$ cat config.mk
export PLATFORM = sky130hd
export DESIGN_NAME = logic_fold_unit
export DESIGN_NICKNAME = d
export VERILOG_FILES = /design/src/rtl/logic_fold_unit.sv
export SDC_FILE = /design/constraint.sdc
export NUM_CORES = 1
export LEC_CHECK = 0
export ABC_AREA = 1
export CORE_ASPECT_RATIO = 0.7
export CORE_MARGIN = 2
export CORE_UTILIZATION = 50
export CTS_CLUSTER_SIZE = 16
export DETAILED_ROUTE_END_ITERATION = 8
export HOLD_SLACK_MARGIN = 0.12
export PLACE_DENSITY_LB_ADDON = 0.1
export SYNTH_ARGS = -nofsm -noshare
export SYNTH_HDL_FRONTEND = slang
export SYNTH_SLANG_ARGS = --single-unit
$ cat constraint.sdc
create_clock -name clk_i -period 1.3 [get_ports clk_i]
set_input_delay 0.13 -clock clk_i [delete_from_list [all_inputs] [get_ports clk_i]]
set_output_delay 0.13 -clock clk_i [all_outputs]
set_load 0.02 [all_outputs]
$ cat src/rtl/logic_fold_unit.sv
// logic_fold_unit: folds a frame of operands into one result with a bitwise
// OR, AND, XOR or NOR. The operation is taken from the first beat of a frame.
//
// Ports:
//   clk_i        clock, rising-edge active
//   rst_ni       asynchronous active-low reset
//   op_sel_i     fold operation: 00=OR, 01=AND, 10=XOR, 11=NOR
//   in_valid_i   operand offered
//   in_ready_o   operand may be accepted (low only while a result is pending)
//   in_data_i    operand, BITS wide
//   in_last_i    operand is the final one of its frame
//   out_valid_o  folded result available
//   out_ready_i  consumer takes the result
//   out_data_o   folded result (zero when out_valid_o is low)
//   out_count_o  operands in the frame, saturated at MAX_OPS (zero when idle)
//   out_ovf_o    frame had more than MAX_OPS operands (zero when idle)

module logic_fold_unit #(
    parameter int unsigned BITS    = 4,
    parameter int unsigned MAX_OPS = 16,
    parameter int unsigned CNT_W   = $clog2(MAX_OPS + 1)
) (
    input  logic             clk_i,
    input  logic             rst_ni,
    input  logic [1:0]       op_sel_i,
    input  logic             in_valid_i,
    output logic             in_ready_o,
    input  logic [BITS-1:0]  in_data_i,
    input  logic             in_last_i,
    output logic             out_valid_o,
    input  logic             out_ready_i,
    output logic [BITS-1:0]  out_data_o,
    output logic [CNT_W-1:0] out_count_o,
    output logic             out_ovf_o
);

    typedef enum logic [1:0] {
        StIdle,
        StAccum,
        StDone
    } state_e;

    typedef enum logic [1:0] {
        OpOr  = 2'b00,
        OpAnd = 2'b01,
        OpXor = 2'b10,
        OpNor = 2'b11
    } op_e;

    localparam logic [CNT_W-1:0] MaxCnt = CNT_W'(MAX_OPS);

    state_e            state_q, state_d;
    op_e               op_q, op_d;
    logic [BITS-1:0]   acc_q, acc_d;
    logic [CNT_W-1:0]  cnt_q, cnt_d;
    logic              ovf_q, ovf_d;
    logic              accept;

    // NOR accumulates as OR; the inversion is applied only on the output.
    function automatic logic [BITS-1:0] fold(input op_e op, input logic [BITS-1:0] a,
                                             input logic [BITS-1:0] b);
        logic [BITS-1:0] r;
        r = a | b;
        unique case (op)
            OpAnd:   r = a & b;
            OpXor:   r = a ^ b;
            default: r = a | b;
        endcase
        return r;
    endfunction

    assign in_ready_o = (state_q != StDone);
    assign accept     = in_valid_i && in_ready_o;

    always_comb begin
        state_d = state_q;
        op_d    = op_q;
        acc_d   = acc_q;
        cnt_d   = cnt_q;
        ovf_d   = ovf_q;
        unique case (state_q)
            StIdle: begin
                if (accept) begin
                    acc_d   = in_data_i;
                    cnt_d   = CNT_W'(1);
                    ovf_d   = 1'b0;
                    op_d    = op_e'(op_sel_i);
                    state_d = in_last_i ? StDone : StAccum;
                end
            end
            StAccum: begin
                if (accept) begin
                    acc_d = fold(op_q, acc_q, in_data_i);
                    // A beat beyond MAX_OPS is still folded but only flags overflow.
                    if (cnt_q == MaxCnt) begin
                        ovf_d = 1'b1;
                    end else begin
                        cnt_d = cnt_q + CNT_W'(1);
                    end
                    if (in_last_i) begin
                        state_d = StDone;
                    end
                end
            end
            StDone: begin
                if (out_ready_i) begin
                    state_d = StIdle;
                end
            end
            default: state_d = StIdle;
        endcase
    end

    always_ff @(posedge clk_i or negedge rst_ni) begin
        if (!rst_ni) begin
            state_q <= StIdle;
            op_q    <= OpOr;
            acc_q   <= '0;
            cnt_q   <= '0;
            ovf_q   <= 1'b0;
        end else begin
            state_q <= state_d;
            op_q    <= op_d;
            acc_q   <= acc_d;
            cnt_q   <= cnt_d;
            ovf_q   <= ovf_d;
        end
    end

    always_comb begin
        out_valid_o = (state_q == StDone);
        out_data_o  = '0;
        out_count_o = '0;
        out_ovf_o   = 1'b0;
        if (out_valid_o) begin
            out_data_o  = (op_q == OpNor) ? ~acc_q : acc_q;
            out_count_o = cnt_q;
            out_ovf_o   = ovf_q;
        end
    end

endmodule
Yosys cells after proc, flatten, opt, wreduce, memory -nomap -nowiden
Cells that the tools add are included.

word-level totals
  register bits = 14
  input port bits = 11
  output and inout port bits = 12

operators by class
  add/sub/neg operators = 1
  equality and inequality tests = 13
  multiplexer cells = 22
  bitwise logic cells = 4
  reductions and logical operators = 8

operators with widths
  operator             number
  $mux 5               4
  $mux 4               4
  $pmux 4 s2           2
  $ne 2x2->1 const B   6
  $reduce_and 4->1     3
  $mux 2               5
  $pmux 5 s2           1
  $eq 2x2->1 const B   3
  $pmux 2 s3           1
  $add 5x1->5 const B  1
  $eq 5x5->1 const B   1
  $and 4x4->4          1
  $eq 2x1->1 const B   2
  $mux 1               4
  $not 4->4            1
  $or 4x4->4           1
  $xor 4x4->4          1
  $reduce_and 3->1     1
  $logic_not 2->1      1
  $ne 2x1->1 const B   1
  $pmux 1 s2           1
  $reduce_and 2->1     1
  $reduce_bool 2->1    1
  $logic_and 1x1->1    1

Logic depth before layout (Yosys ltp)
  depth in word-level cells = 4
  gate-level depth with buffers = 9
  depth with buffers taken out = 9

Least setup slack after synthesis
Ideal clock, no wire load.

  path type = register to output
  start = register state_q[1]
  end = output port out_data_o[0]
  arrival time = 1.347 ns
  required time = 1.170 ns
  slack = -0.177 ns
  stages on the path, launching flop included = 6
  path through = dfrtp_1 inv_2 nor2_2 inv_1 buf_2 nor2_1

on the way
  cells in the longest elaborated chain, start to end = 2

ends and longest elaborated chain
  what                    RTL line  source
  start, declared         52        state_e state_q, state_d;
  start signal, assigned  116       state_q <= StIdle;
  start signal, assigned  122       state_q <= state_d;
  $eq 2x2->1              131       out_valid_o = (state_q == StDone);
  via out_valid_o         30        output logic out_valid_o,
  $mux 4                  135       if (out_valid_o) begin
  end, declared           32        output logic [BITS-1:0] out_data_o,

The timed path passes the listed nets, and every way through them passes these cells.

Worst setup path after layout
  start = register op_q[0]
  end = output port out_data_o[3]

on the way
  cells in the longest elaborated chain, start to end = 3

ends and longest elaborated chain
  what                    RTL line  source
  start, declared         53        op_e op_q, op_d;
  start signal, assigned  117       op_q <= OpOr;
  start signal, assigned  123       op_q <= op_d;
  $eq 2x2->1              136       out_data_o = (op_q == OpNor) ? ~acc_q : acc_q;
  $mux 4                  136
  $mux 4                  135

No other way between the ends.

==> key figures <==
Global route
  – GRT overflow: 0
  – Initial antenna violation count: 0
  – Total GRT Usage: 0.255
  – Vias in the first global route: 1103
  – First-pass GRT wire length: 4740 um
  – Largest net degree at the start of global routing: 15

STA
  – Min Tclk post-route: 1.54 ns
  – Max-slew violations: 0
  – Max-slew headroom: 0.798
  – Final hold violation count: 0
  – Final Skew: 0.0101 ns
  – # setup viols final: 23
  – RSZ-0062 raised after global routing: yes
  – Setup TNS: -3.51 ns
  – PnR worst setup slack: -0.244 ns
  – Crit share post-route: 1.19
  – Max Freq: 648 MHz
  – Slew @ Worst Pin: 0.301 ns

Yosys
  – Synth top cells by count: nand2_1 (27), inv_1 (21), nor2_1 (21)
  – Top_reg_cell synth: dfrtp_1
  – Yosys warns: 0
  – Sequential element share of the synthesized area: 0.332
  – Top-area cell type share of the netlist area: 0.332
  – Leading area contributor after synthesis: dfrtp_1
  – Largest cells by area after synthesis: dfrtp_1 (33%), ha_1 (15%), nand2_1 (9.6%)
  – Asr flop ratio synth: 1.00
  – Post-synth EDFFs: 0
  – Syn Nets: 170
  – Mapped Cells: 146
  – Yosys cell types: 20
  – Post-Syn Area per Cell: 7.23 um2
  – Most frequent cell after synthesis: nand2_1
  – Register bit total from synthesis: 14
  – Synth Cell Area: 1060 um2

Critical path
  – CP Class: reg2out
  – Req. time, crit path: 1.17 ns
  – Worst reg-to-reg setup slack: -0.21 ns
  – Crit start category: flop
  – Worst setup EP type: output port
  – CP Max Fanout: 4
  – CP Data Arrival Time: 1.41 ns

Die
  – Num rows: 13
  – Die area: 2500 um2
  – Chip height: 42.5 um
  – Initial Util: 0.550
  – Die X-Extent: 58.9 um
  – Core area: 1920 um2
  – IO Pins: 23

Clock tree
  – CTS tree: built
  – Root buffer cell: clkbuf_4
  – CTS Hold Bufs: 0
  – CTS sink count: 14
  – Clock-pin transition on the worst setup and hold timing paths: 0.09 ns
  – Maximum clock path buffer count: 2
  – H-tree level count: 1
  – Number of buffers created by CTS: 3
  – Skew-Pair Late Insertion Delay: 0.31 ns

Placement
  – Port Buf Inserts: 22
  – Post-detail-place hpwl: 2090 um
  – Placed cells: 215
  – DP Worst Slack: -0.419 ns
  – GPL Wtd Cong: 0.823

Drt
  – DRT Wirelength: 4910 um
  – Post-DR wirelength/cell: 21.5 um
  – Avg Vias per Cell: 6.35
  – Final ANT Viol Nets: 0
  – Via count: 1448
  – Pre-antenna DRT Iters: 7
  – DR iter-0 viols: 157
  – DRC viols: 2

Final layout
  – ANT cells: 0
  – Sequential cell area: 352 um2
  – Area of the multi-input gates: 817 um2
  – Fillers: 41
  – Area growth syn-to-layout: 73.9%
  – Post-layout nets: 231
  – Layout cells sized above 1: 0.451
  – Count of non-filler cells in the finished layout: 228

Hold path
  – HP Class: in2async

Power and ir drop
  – Peak supply drop: 1.77 mV
  – Final Power: 4.29 mW
  – Power density of the placed cells: 2330 nW/um2
  – Leakage power: 0.871 nW

Flow run
  – Max-Cap Viols: 0

Run status
  – Violated checks: DRC, setup timing
  – Outcome: finished with violations
[state kept, by name (all words and copies together), names as in the netlist]
register	count
op_q	2
cnt_q	5
ovf_q	1
state_q	2
acc_q	4
[final timing paths]
| check | startpoint | end | cells past startpoint |
|---|---|---|---|
| setup / recovery | op_q[0]$_DFFE_PN0P_ | out_data_o[3] | 4 |
| setup reg to reg | op_q[1]$_DFFE_PN0P_ | acc_q[1]$_DFFE_PN0P_ | 7 |
| min in group clk_i | op_sel_i[1] | op_q[1]$_DFFE_PN0P_ | 3 |
| max in group asynchronous | rst_ni | state_q[1]$_DFFE_PN0P_ | 2 |
| hold / removal | rst_ni | state_q[0]$_DFFE_PN0P_ | 2 |
| hold reg to reg | ovf_q$_DFFE_PN0P_ | ovf_q$_DFFE_PN0P_ | 2 |
[kinds of logic (layout without fill, tap and decap cells)]
family / Yosys count / count (layout) / share of synthesized area
compound gates: 24 / 24 / 0.120
xor+xnor: 5 / 5 / 0.0415
fa+ha+maj: 13 / 13 / 0.154
buf+inv: 26 / 85 / 0.0948
flops: 14 / 14 / 0.332
simple gates: 64 / 65 / 0.258
[timing repair]
item                       4_1_cts  5_1_grt
resized for setup               77       38
buffers inserted                 0        9
gates cloned                     0        1
setup endpoints to repair       16       20
pin swaps                        3       12
[metrics by stage]
stage | utilization | instance area, um2 | hold slack, ns
2_1_floorplan | - | 1130 | -0.166
3_3_place_gp | 0.820 | 1570 | 0.451
3_5_place_dp | 0.820 | 1570 | 0.455
4_1_cts | 0.857 | 1650 | 0.143
5_1_grt | 0.957 | 1840 | 0.160
6_report | 0.957 | 1840 | 0.132
[per-layer routing]
metal  vias to the layer above  global-route usage  wire length [um]
met3                        64              0.0679               613
met5                         -                   0                 0
li1                        589                   -                 -
met4                         0              0.0682               439
met2                       154               0.416              2220
met1                       641               0.333              1640
[critical path, stage by stage, from the launching register on]
cell and delay (ns):
dfrtp_1 0.44, ha_4 0.23, xnor2_1 0.21, nor2_1 0.06, buf_4 0.16
[final cells by class]
cell class | count | area share
multi-input combinational | 107 | 0.445
timing repair buffer | 58 | 0.282
sequential | 14 | 0.191
inverter | 23 | 0.0525
tap | 22 | 0.0150
clock buffer | 4 | 0.0143
[power by group]
| group | leakage, nW | internal, mW | switching (mW) |
|---|---|---|---|
| Sequential | 0.171 | 0.594 | 0.172 |
| Combinational | 0.685 | 1.45 | 1.79 |
| Clock | 0.0150 | 0.120 | 0.164 |
| Total | 0.871 | 2.16 | 2.13 |
[cells in the final DEF (no fill, tap or decap), drive strengths merged]
master          n
a21oi          14
nand2          29
nand3          10
nor2           24
o22ai           1
inv            23
xor2            1
o31ai           1
buf            48
xnor2           4
clkbuf          4
dfrtp          14
ha             13
o21ai           7
o21a            1
nand4           2
clkdlybuf4s50  10
No activity file was read; power rests on OpenSTA's default activity.
